==> config.mk <==
export PLATFORM = sky130hd
export DESIGN_NAME = packet_retry_ctrl
export DESIGN_NICKNAME = d
export VERILOG_FILES = /design/src/rtl/packet_retry_ctrl.sv
export SDC_FILE = /design/constraint.sdc
export NUM_CORES = 1
export LEC_CHECK = 0
export BUFFER_PORTS_ARGS = -buffer_cell sky130_fd_sc_hd__buf_2
export CAP_MARGIN = 20
export CELL_PAD_IN_SITES_DETAIL_PLACEMENT = 1
export CELL_PAD_IN_SITES_GLOBAL_PLACEMENT = 2
export CORE_MARGIN = 1
export CORE_UTILIZATION = 30
export CTS_CLUSTER_DIAMETER = 80
export DETAILED_ROUTE_END_ITERATION = 7
export GPL_TIMING_DRIVEN = 0
export HOLD_SLACK_MARGIN = 0.1
export PLACE_DENSITY = 0.85
export SLEW_MARGIN = 0
export SYNTH_ARGS = -nofsm -noshare
export SYNTH_HDL_FRONTEND = slang
export SYNTH_SLANG_ARGS = --single-unit
==> constraint.sdc <==
create_clock -name clock -period 2 [get_ports clock]
set_input_delay 0.4 -clock clock [delete_from_list [all_inputs] [get_ports clock]]
set_output_delay 0.4 -clock clock [all_outputs]
set_load 0.05 [all_outputs]
==> src/rtl/packet_retry_ctrl.sv <==
// Read-side retry sequencer for packet_fifo: one packet at a time onto the link, then ACK/NAK/timeout handling.
// Optional statistics counters are enabled by defining PACKET_RETRY_STATS_EN.
module packet_retry_ctrl #(
   parameter  int WIDTH     = 8,
   parameter  int TIMEOUT   = 1024,
   parameter  int MAX_RETRY = 3,
   localparam int TBITS     = $clog2(TIMEOUT),
   localparam int RBITS     = $clog2(MAX_RETRY + 1)
) (
   input  logic             clock,
   input  logic             reset,
   input  logic             enable_i,
   input  logic             ack_i,
   input  logic             nak_i,
   input  logic             s_tvalid,
   output logic             s_tready,
   input  logic             s_tlast,
   input  logic [WIDTH-1:0] s_tdata,
   output logic             m_tvalid,
   input  logic             m_tready,
   output logic             m_tlast,
   output logic [WIDTH-1:0] m_tdata,
   output logic             redo_o,
   output logic             next_o,
   output logic             busy_o,
   output logic             fail_o,
   output logic [RBITS-1:0] tries_o
`ifdef PACKET_RETRY_STATS_EN
  ,output logic [15:0]      sent_cnt_o,
   output logic [15:0]      retry_cnt_o,
   output logic [15:0]      fail_cnt_o
`endif
);

   typedef enum logic [2:0] {
      S_IDLE,
      S_SEND,
      S_WAIT,
      S_REPLAY,
      S_DONE
   } state_t;

   state_t             state_q, state_d;
   logic [TBITS-1:0]   timer_q, timer_d;
   logic [RBITS-1:0]   tries_q, tries_d;
   logic               rphase_q, rphase_d;
   logic               redo_q, redo_d;
   logic               next_q, next_d;
   logic               fail_q, fail_d;
   logic               failure;

   always_ff @(posedge clock or negedge reset) begin
      if (!reset) begin
         state_q  <= S_IDLE;
         timer_q  <= '0;
         tries_q  <= '0;
         rphase_q <= 1'b0;
         redo_q   <= 1'b0;
         next_q   <= 1'b0;
         fail_q   <= 1'b0;
      end else begin
         state_q  <= state_d;
         timer_q  <= timer_d;
         tries_q  <= tries_d;
         rphase_q <= rphase_d;
         redo_q   <= redo_d;
         next_q   <= next_d;
         fail_q   <= fail_d;
      end
   end

   // A timeout only counts as failure when no ack arrives in the same cycle
   assign failure = !ack_i && (nak_i || (timer_q == '0));

   always_comb begin
      state_d  = state_q;
      timer_d  = timer_q;
      tries_d  = tries_q;
      rphase_d = 1'b0;
      redo_d   = 1'b0;
      next_d   = 1'b0;
      fail_d   = 1'b0;
      m_tvalid = 1'b0;
      s_tready = 1'b0;
      case (state_q)
         S_IDLE: begin
            if (enable_i && s_tvalid) begin
               state_d = S_SEND;
               tries_d = '0;
            end
         end
         S_SEND: begin
            m_tvalid = s_tvalid;
            s_tready = m_tready;
            if (s_tvalid && m_tready && s_tlast) begin
               state_d = S_WAIT;
               timer_d = TBITS'(TIMEOUT - 1);
            end
         end
         S_WAIT: begin
            if (timer_q != '0)
               timer_d = timer_q - 1'b1;
            if (ack_i) begin
               next_d  = 1'b1;
               state_d = S_DONE;
            end else if (failure) begin
               if (tries_q < RBITS'(MAX_RETRY)) begin
                  redo_d  = 1'b1;
                  tries_d = tries_q + 1'b1;
                  state_d = S_REPLAY;
               end else begin
                  next_d  = 1'b1;
                  fail_d  = 1'b1;
                  state_d = S_DONE;
               end
            end
         end
         S_REPLAY: begin
            // Two cycles: FIFO read address reload, then its read-valid refresh
            if (rphase_q)
               state_d = S_SEND;
            else
               rphase_d = 1'b1;
         end
         S_DONE: begin
            state_d = S_IDLE;
         end
         default: begin
            state_d = S_IDLE;
         end
      endcase
   end

   assign m_tdata = s_tdata;
   assign m_tlast = s_tlast;
   assign redo_o  = redo_q;
   assign next_o  = next_q;
   assign fail_o  = fail_q;
   assign busy_o  = (state_q != S_IDLE);
   assign tries_o = tries_q;

`ifdef PACKET_RETRY_STATS_EN
   logic [15:0] sent_q, retry_q, failc_q;

   always_ff @(posedge clock or negedge reset) begin
      if (!reset) begin
         sent_q  <= '0;
         retry_q <= '0;
         failc_q <= '0;
      end else begin
         if (next_q && !fail_q && (sent_q != '1))
            sent_q <= sent_q + 1'b1;
         if (redo_q && (retry_q != '1))
            retry_q <= retry_q + 1'b1;
         if (fail_q && (failc_q != '1))
            failc_q <= failc_q + 1'b1;
      end
   end

   assign sent_cnt_o  = sent_q;
   assign retry_cnt_o = retry_q;
   assign fail_cnt_o  = failc_q;
`endif

endmodule
# ---- Yosys cells after proc, flatten, opt, wreduce, memory -nomap -nowiden
# Index checks and enable logic that the tools add are counted.
dict set report word_totals {
  ff_bits 19
  mem_bits_rw 0
  romBits 0
  n_memories 0
  latchBits 0
  output_inout_bits 17
  inputBits 16
  word_cells 65
}
dict set report op_classes {
  div 0
  magnitude_cmp 1
  add_sub_neg 2
  shifts 0
  eq_ne 11
  reduce_logical 15
  n_mul 0
  n_mux 29
  n_bitwise 0
}
# operator n
set ops {}
lappend ops {{10-bit 2-to-1 mux} 2}
lappend ops {{10-bit one-hot mux with 2 select lines} 1}
lappend ops {{3-bit 2-to-1 mux} 6}
lappend ops {{1-bit 2-to-1 mux} 14}
lappend ops {{2-bit != test, second input constant} 7}
lappend ops {{3-bit one-hot mux with 4 select lines} 1}
lappend ops {{10-bit logical NOT} 1}
lappend ops {{10-bit nonzero test} 1}
lappend ops {{10-bit by 1-bit subtractor with 10-bit output, second input constant} 1}
lappend ops {{2-bit 2-to-1 mux} 4}
lappend ops {{3-bit by 2-bit == test with 1-bit output, second input constant} 2}
lappend ops {{5-bit AND reduction} 1}
lappend ops {{1-bit logical AND} 4}
lappend ops {{2-bit one-hot mux with 2 select lines} 1}
lappend ops {{4-bit AND reduction} 1}
lappend ops {{2-bit nonzero test} 2}
lappend ops {{3-bit by 1-bit == test with 1-bit output, second input constant} 1}
lappend ops {{3-bit logical NOT} 1}
lappend ops {{3-bit != test, second input constant} 1}
lappend ops {{3-bit AND reduction} 1}
lappend ops {{3-bit nonzero test} 1}
lappend ops {{2-bit by 1-bit adder with 2-bit output, second input constant} 1}
lappend ops {{2-bit < comparator, second input constant} 1}
lappend ops {{1-bit logical NOT} 1}
lappend ops {{1-bit logical OR} 1}

# ---- Depth between registers and ports, before layout
dict set report depth {
  word_depth 6
  ltp_mapped 6
  ltp_nobuf 6
}

# ---- Worst setup path after synthesis
# No wires, ideal clock.
dict set report synth_path {
  kind {flip-flop to flip-flop}
  startpoint {register timer_q[0]}
  endpoint {register timer_q[7]}
  setup_ns 0.132
  slack_ns 0.351
  t_arrival_ns 1.518
  path_stages_with_launch 7
  cell_sequence {dfrtp_1 > inv_1 > ha_1 > nor3b_2 > and3_4 > nor3_1 > or3b_1}
}
dict set report synth_via {
  elab_chain_cells 3
  elab_cells_between_ends 6
  cone_classes {1 x add/sub; 1 x eq/ne; 2 x mux; 2 x reduce/logical}
}
# item line
set synth_lines {}
lappend synth_lines {{from (decl)} 44} ;# logic [TBITS-1:0] timer_q, timer_d;
lappend synth_lines {{from (signal assigned)} 63} ;# timer_q <= timer_d;
lappend synth_lines {{10-bit by 1-bit subtractor with 10-bit output or 10-bit nonzero test (tied branches)} {102, 101}}
lappend synth_lines {{10-bit 2-to-1 mux or 2-bit != test (tied branches)} n/a}
lappend synth_lines {{10-bit one-hot mux with 2 select lines or 3-bit AND reduction (tied branches)} n/a}
# Several ways; a longest one is shown, not always the timed one. The select of a mux whose other input is x is not followed.
# A chain may end at the register's enable or synchronous reset.

# ---- Worst setup path after layout
dict set report layout_path {
  startpoint {register state_q[1]}
  endpoint {output s_tready}
}
dict set report layout_via {
  elab_chain_cells 2
}
# item line
set layout_lines {}
lappend layout_lines {{from (decl)} 43} ;# state_t state_q, state_d;
lappend layout_lines {{from (signal assigned)} 62} ;# state_q <= state_d;
lappend layout_lines {{3-bit by 1-bit == test with 1-bit output} 85} ;# case (state_q)
lappend layout_lines {{1-bit 2-to-1 mux} 85}
lappend layout_lines {{to (decl)} 16} ;# output logic s_tready,
# Every way passes these cells.

==> impl_summary.txt <==
----------------------------------------------------
[Power]
  Switching share of total power ... 45.8%
  Seq pwr share ... 35.9%
  Switching power of the nets ... 0.838 mW
  Internal power contribution ... 0.993 mW
  Peak ir drop on the vdd network ... 0.000572 V
  Logic pwr share ... 49.0%
  Pleak ... 0.650 nW
  PD cells ... 1320 nW/µm²
  Part of the power in the clock network ... 15.1%

[Synth]
  Share of synthesized flip-flops with an asynchronous set or reset ... 100%
  Most instantiated cells after synthesis ... sky130_fd_sc_hd__dfrtp_1, sky130_fd_sc_hd__nor2_1, sky130_fd_sc_hd__buf_4
  Portion of the post-synthesis area used by sequential elements ... 41.6%
  EDFF count, synth ... 0
  Share of Yosys cell area claimed by the top area cell type ... 41.6%
  Prevailing post-synth register cell ... sky130_fd_sc_hd__dfrtp_1
  Gate count of the mapped netlist ... 115
  Top area cells in the synthesized netlist ... sky130_fd_sc_hd__dfrtp_1, sky130_fd_sc_hd__buf_4, sky130_fd_sc_hd__mux2i_1
  Number of register bits inferred by synthesis ... 19
  Syn Std Cell Area ... 1140 µm²
  Cell variety after synth ... 39
  Biggest area consumer among synthesized cells ... sky130_fd_sc_hd__dfrtp_1
  Number of warnings printed during yosys synthesis ... 0
  Most frequent cell after synthesis ... sky130_fd_sc_hd__dfrtp_1
  Syn Area/Cell ... 9.94 µm²
  Net count after synthesis ... 134

[Clocking]
  Number of clock buffers inserted by TritonCTS ... 3
  Clock tree from TritonCTS ... yes
  CTS Root Buffer Type ... sky130_fd_sc_hd__clkbuf_8
  Clock slew at reported path FFs ... 0.08 ns
  CTS max path bufs ... 2
  CTS H-Tree Depth ... 1
  Clk_lat worst skew ... 0.26 ns
  Clk sink count ... 19
  Post-CTS setup-driven buffer insertion count ... 0

[Critical path]
  Stage delay of the slowest cell on the critical path ... 0.36 ns
  Kind of critical path ... register to output port
  Cell occurring most often along the worst timing path ... sky130_fd_sc_hd__buf_2
  Data arrival, critical path ... 1.42 ns
  Crit path required time ... 1.60 ns
  Sort of element at the end of the critical path ... output port
  Crit path max-delay cell type ... sky130_fd_sc_hd__dfrtp_1
  Crit path launch type ... register
  Critical Path, Cell by Cell ... buf_2 > nor2_2 > and3_1 > buf_2
  Critical path peak fanout ... 10

[Drt]
  Number of DRC violations after detailed-routing iteration 0 ... 32
  DRC violations left ... 0
  Routed via count divided by cell count ... 4.94
  Wirelength per Cell ... 13.5 µm
  Routed wire length ... 2.59 mm
  Total number of vias ... 949
  Antenna Violating Nets Remaining ... 0
  First drt pass iteration count ... 4

[Die]
  Area enclosed by the die boundary ... 4060 µm²
  Standard-cell rows ... 22
  Ports placed on the boundary ... 33
  Height of the die ... 63.7 µm
  Die Width ... 63.7 µm
  Core footprint ... 3660 µm²
  Effective utilization at floorplan ... 31.2%

[Timing]
  Max Clk Rate ... 549 MHz
  Post-route clock period utilization ... 91.1%
  Min cycle time layout ... 1.82 ns
  Slew margin rel. ... 70.7%
  Worst-margin pin slew ... 0.440 ns
  Unrepaired setup endpoints after global routing ... no
  Setup Viol. Count Final ... 0
  Total negative setup slack ... 0 ns
  Post-route clock skew ... 0.00647 ns
  Final slew viol count ... 0
  Hold Fails Final Rpt ... 0

[Finish]
  Fillers ... 434
  Cell area after layout ... 1380 µm²
  Area growth syn-to-layout ... 20.9%
  Fraction of layout cells with a size suffix above 1 ... 35.4%
  Ant. Diodes ... 0
  Final Net Count ... 164

[GRT]
  Aggregate global routing overflow ... 0
  Number of global-route vias before repair ... 992
  Maximum number of pins on one net before global-route repair ... 20
  First-pass GRT wire length ... 4.53 mm
  Global Route Usage Sum ... 14.4%
  Initial antenna violation count ... 0

[Flow run]
  Max-Cap Viols ... 0

[Placed design]
  Number of I/O port buffers ... 24
  DP Area ... 1320 µm²
  Global placement routability congestion ... 0.785
  DP HPWL ... 1.99 mm

[Run status]
  Result of the run ... completed

[Worst hold path]
  Hold WC Path Type ... primary input to register

----------------------------------------------------
==> logic make-up after synthesis <==
logic type | Yosys count | synth area share (%)
and+or+nand+nor | 48 | 26.5
AOI/OAI and AO/OA | 22 | 14.6
DFF | 19 | 41.6
buffers and inverters | 18 | 9.74
adders and majority gates | 3 | 3.28
muxes | 5 | 4.38
==> path summary, 6_finish.rpt <==
check / from / endpoint / slack (ns) / cells after the start
setup reg to reg: timer_q[0] / timer_q[7] / 0.18 / 6
hold reg to reg: rphase_q / rphase_q / 0.44 / 1
hold / removal: ack_i / state_q[2] / 0.40 / 3
max in group asynchronous: reset / timer_q[4] / 1.09 / 2
setup / recovery: state_q[1] / s_tready / 0.18 / 4
min in group asynchronous: reset / fail_o / 0.60 / 2
==> state kept, by name, summed over array words and instances (netlist names) <==
register	cells
next_o	1
tries_o	2
timer_q	10
redo_o	1
rphase_q	1
state_q	3
fail_o	1
==> timing repair <==
| item | 4_1_cts | 5_1_grt |
|---|---|---|
| gates resized for setup | 0 | 1 |
| endpoints found under the hold margin | 19 | 0 |
| hold buffers | 1 | 0 |
| endpoints found under the setup margin | 0 | 2 |
==> worst max-delay path, delay by kind of cell (launching register included) <==
kind                   cells  cell delay, ns
buffers and inverters      2            0.42
DFF                        1            0.36
and+or+nand+nor            2            0.38
==> routing by layer <==
metal | track usage, % | vias up | share of wire (%)
met1 | 17.6 | 447 | 45
met4 | 6.53 | 0 | 2.2
met2 | 23.1 | 26 | 48
li1 | - | 468 | -
met5 | 0 | - | 0
met3 | 4.29 | 8 | 5.2
==> power groups by stage <==
stage / Clock, mW / Combinational [mW] / Sequential [mW]
2_1_floorplan: 0 / 0.622 / 0.729
3_3_place_gp: 0 / 0.875 / 0.654
3_5_place_dp: 0 / 0.905 / 0.665
4_1_cts: 0.290 / 0.908 / 0.659
5_1_grt: 0.304 / 0.996 / 0.681
6_report: 0.277 / 0.898 / 0.657
==> cell usage in the layout (no fill, tap or decap), types with 2 or more instances in the layout <==
| master | instances |
|---|---|
| sky130_fd_sc_hd__nand2_1 | 4 |
| sky130_fd_sc_hd__nand4_1 | 6 |
| sky130_fd_sc_hd__or3b_1 | 2 |
| sky130_fd_sc_hd__a21oi_1 | 7 |
| sky130_fd_sc_hd__nor2_2 | 2 |
| sky130_fd_sc_hd__inv_1 | 6 |
| sky130_fd_sc_hd__ha_1 | 3 |
| sky130_fd_sc_hd__nand3_1 | 3 |
| sky130_fd_sc_hd__nor3b_2 | 2 |
| sky130_fd_sc_hd__o21ai_0 | 2 |
| sky130_fd_sc_hd__mux2i_1 | 5 |
| sky130_fd_sc_hd__and3_1 | 2 |
| sky130_fd_sc_hd__clkbuf_8 | 3 |
| sky130_fd_sc_hd__nor2_1 | 12 |
| sky130_fd_sc_hd__nor3_1 | 6 |
| sky130_fd_sc_hd__buf_2 | 26 |
| sky130_fd_sc_hd__buf_4 | 9 |
| sky130_fd_sc_hd__a21o_1 | 2 |
| sky130_fd_sc_hd__dfrtp_1 | 19 |
==> stage by stage <==
step | power [mW] | std cells | setup slack, ns | hold slack (ns) | util (%)
finish | 1.83 | 192 | 0.178 | 0.402 | 37.8
CTS | 1.86 | 192 | 0.0750 | 0.395 | 37.7
detailed placement | 1.57 | 187 | 0.186 | 0.378 | 36.2
global placement | 1.53 | 187 | 0.235 | 0.369 | 36.2
floorplan | 1.35 | 115 | 0.351 | 0.104 | -
global route | 1.98 | 192 | 0.0450 | 0.424 | 37.8
==> final cells by class <==
| type | instances | area, µm² | area share [%] |
|---|---|---|---|
| buffer | 12 | 88.8 | 6.43 |
| timing repair buffer | 25 | 130 | 9.41 |
| inverter | 6 | 22.5 | 1.63 |
| clock inverter | 1 | 5.00 | 0.362 |
| clock buffer | 3 | 41.3 | 2.99 |
| sequential | 19 | 475 | 34.4 |
| multi-input combinational | 78 | 559 | 40.5 |
| tap | 48 | 60.1 | 4.34 |
(Power assumes the default switching activity.)
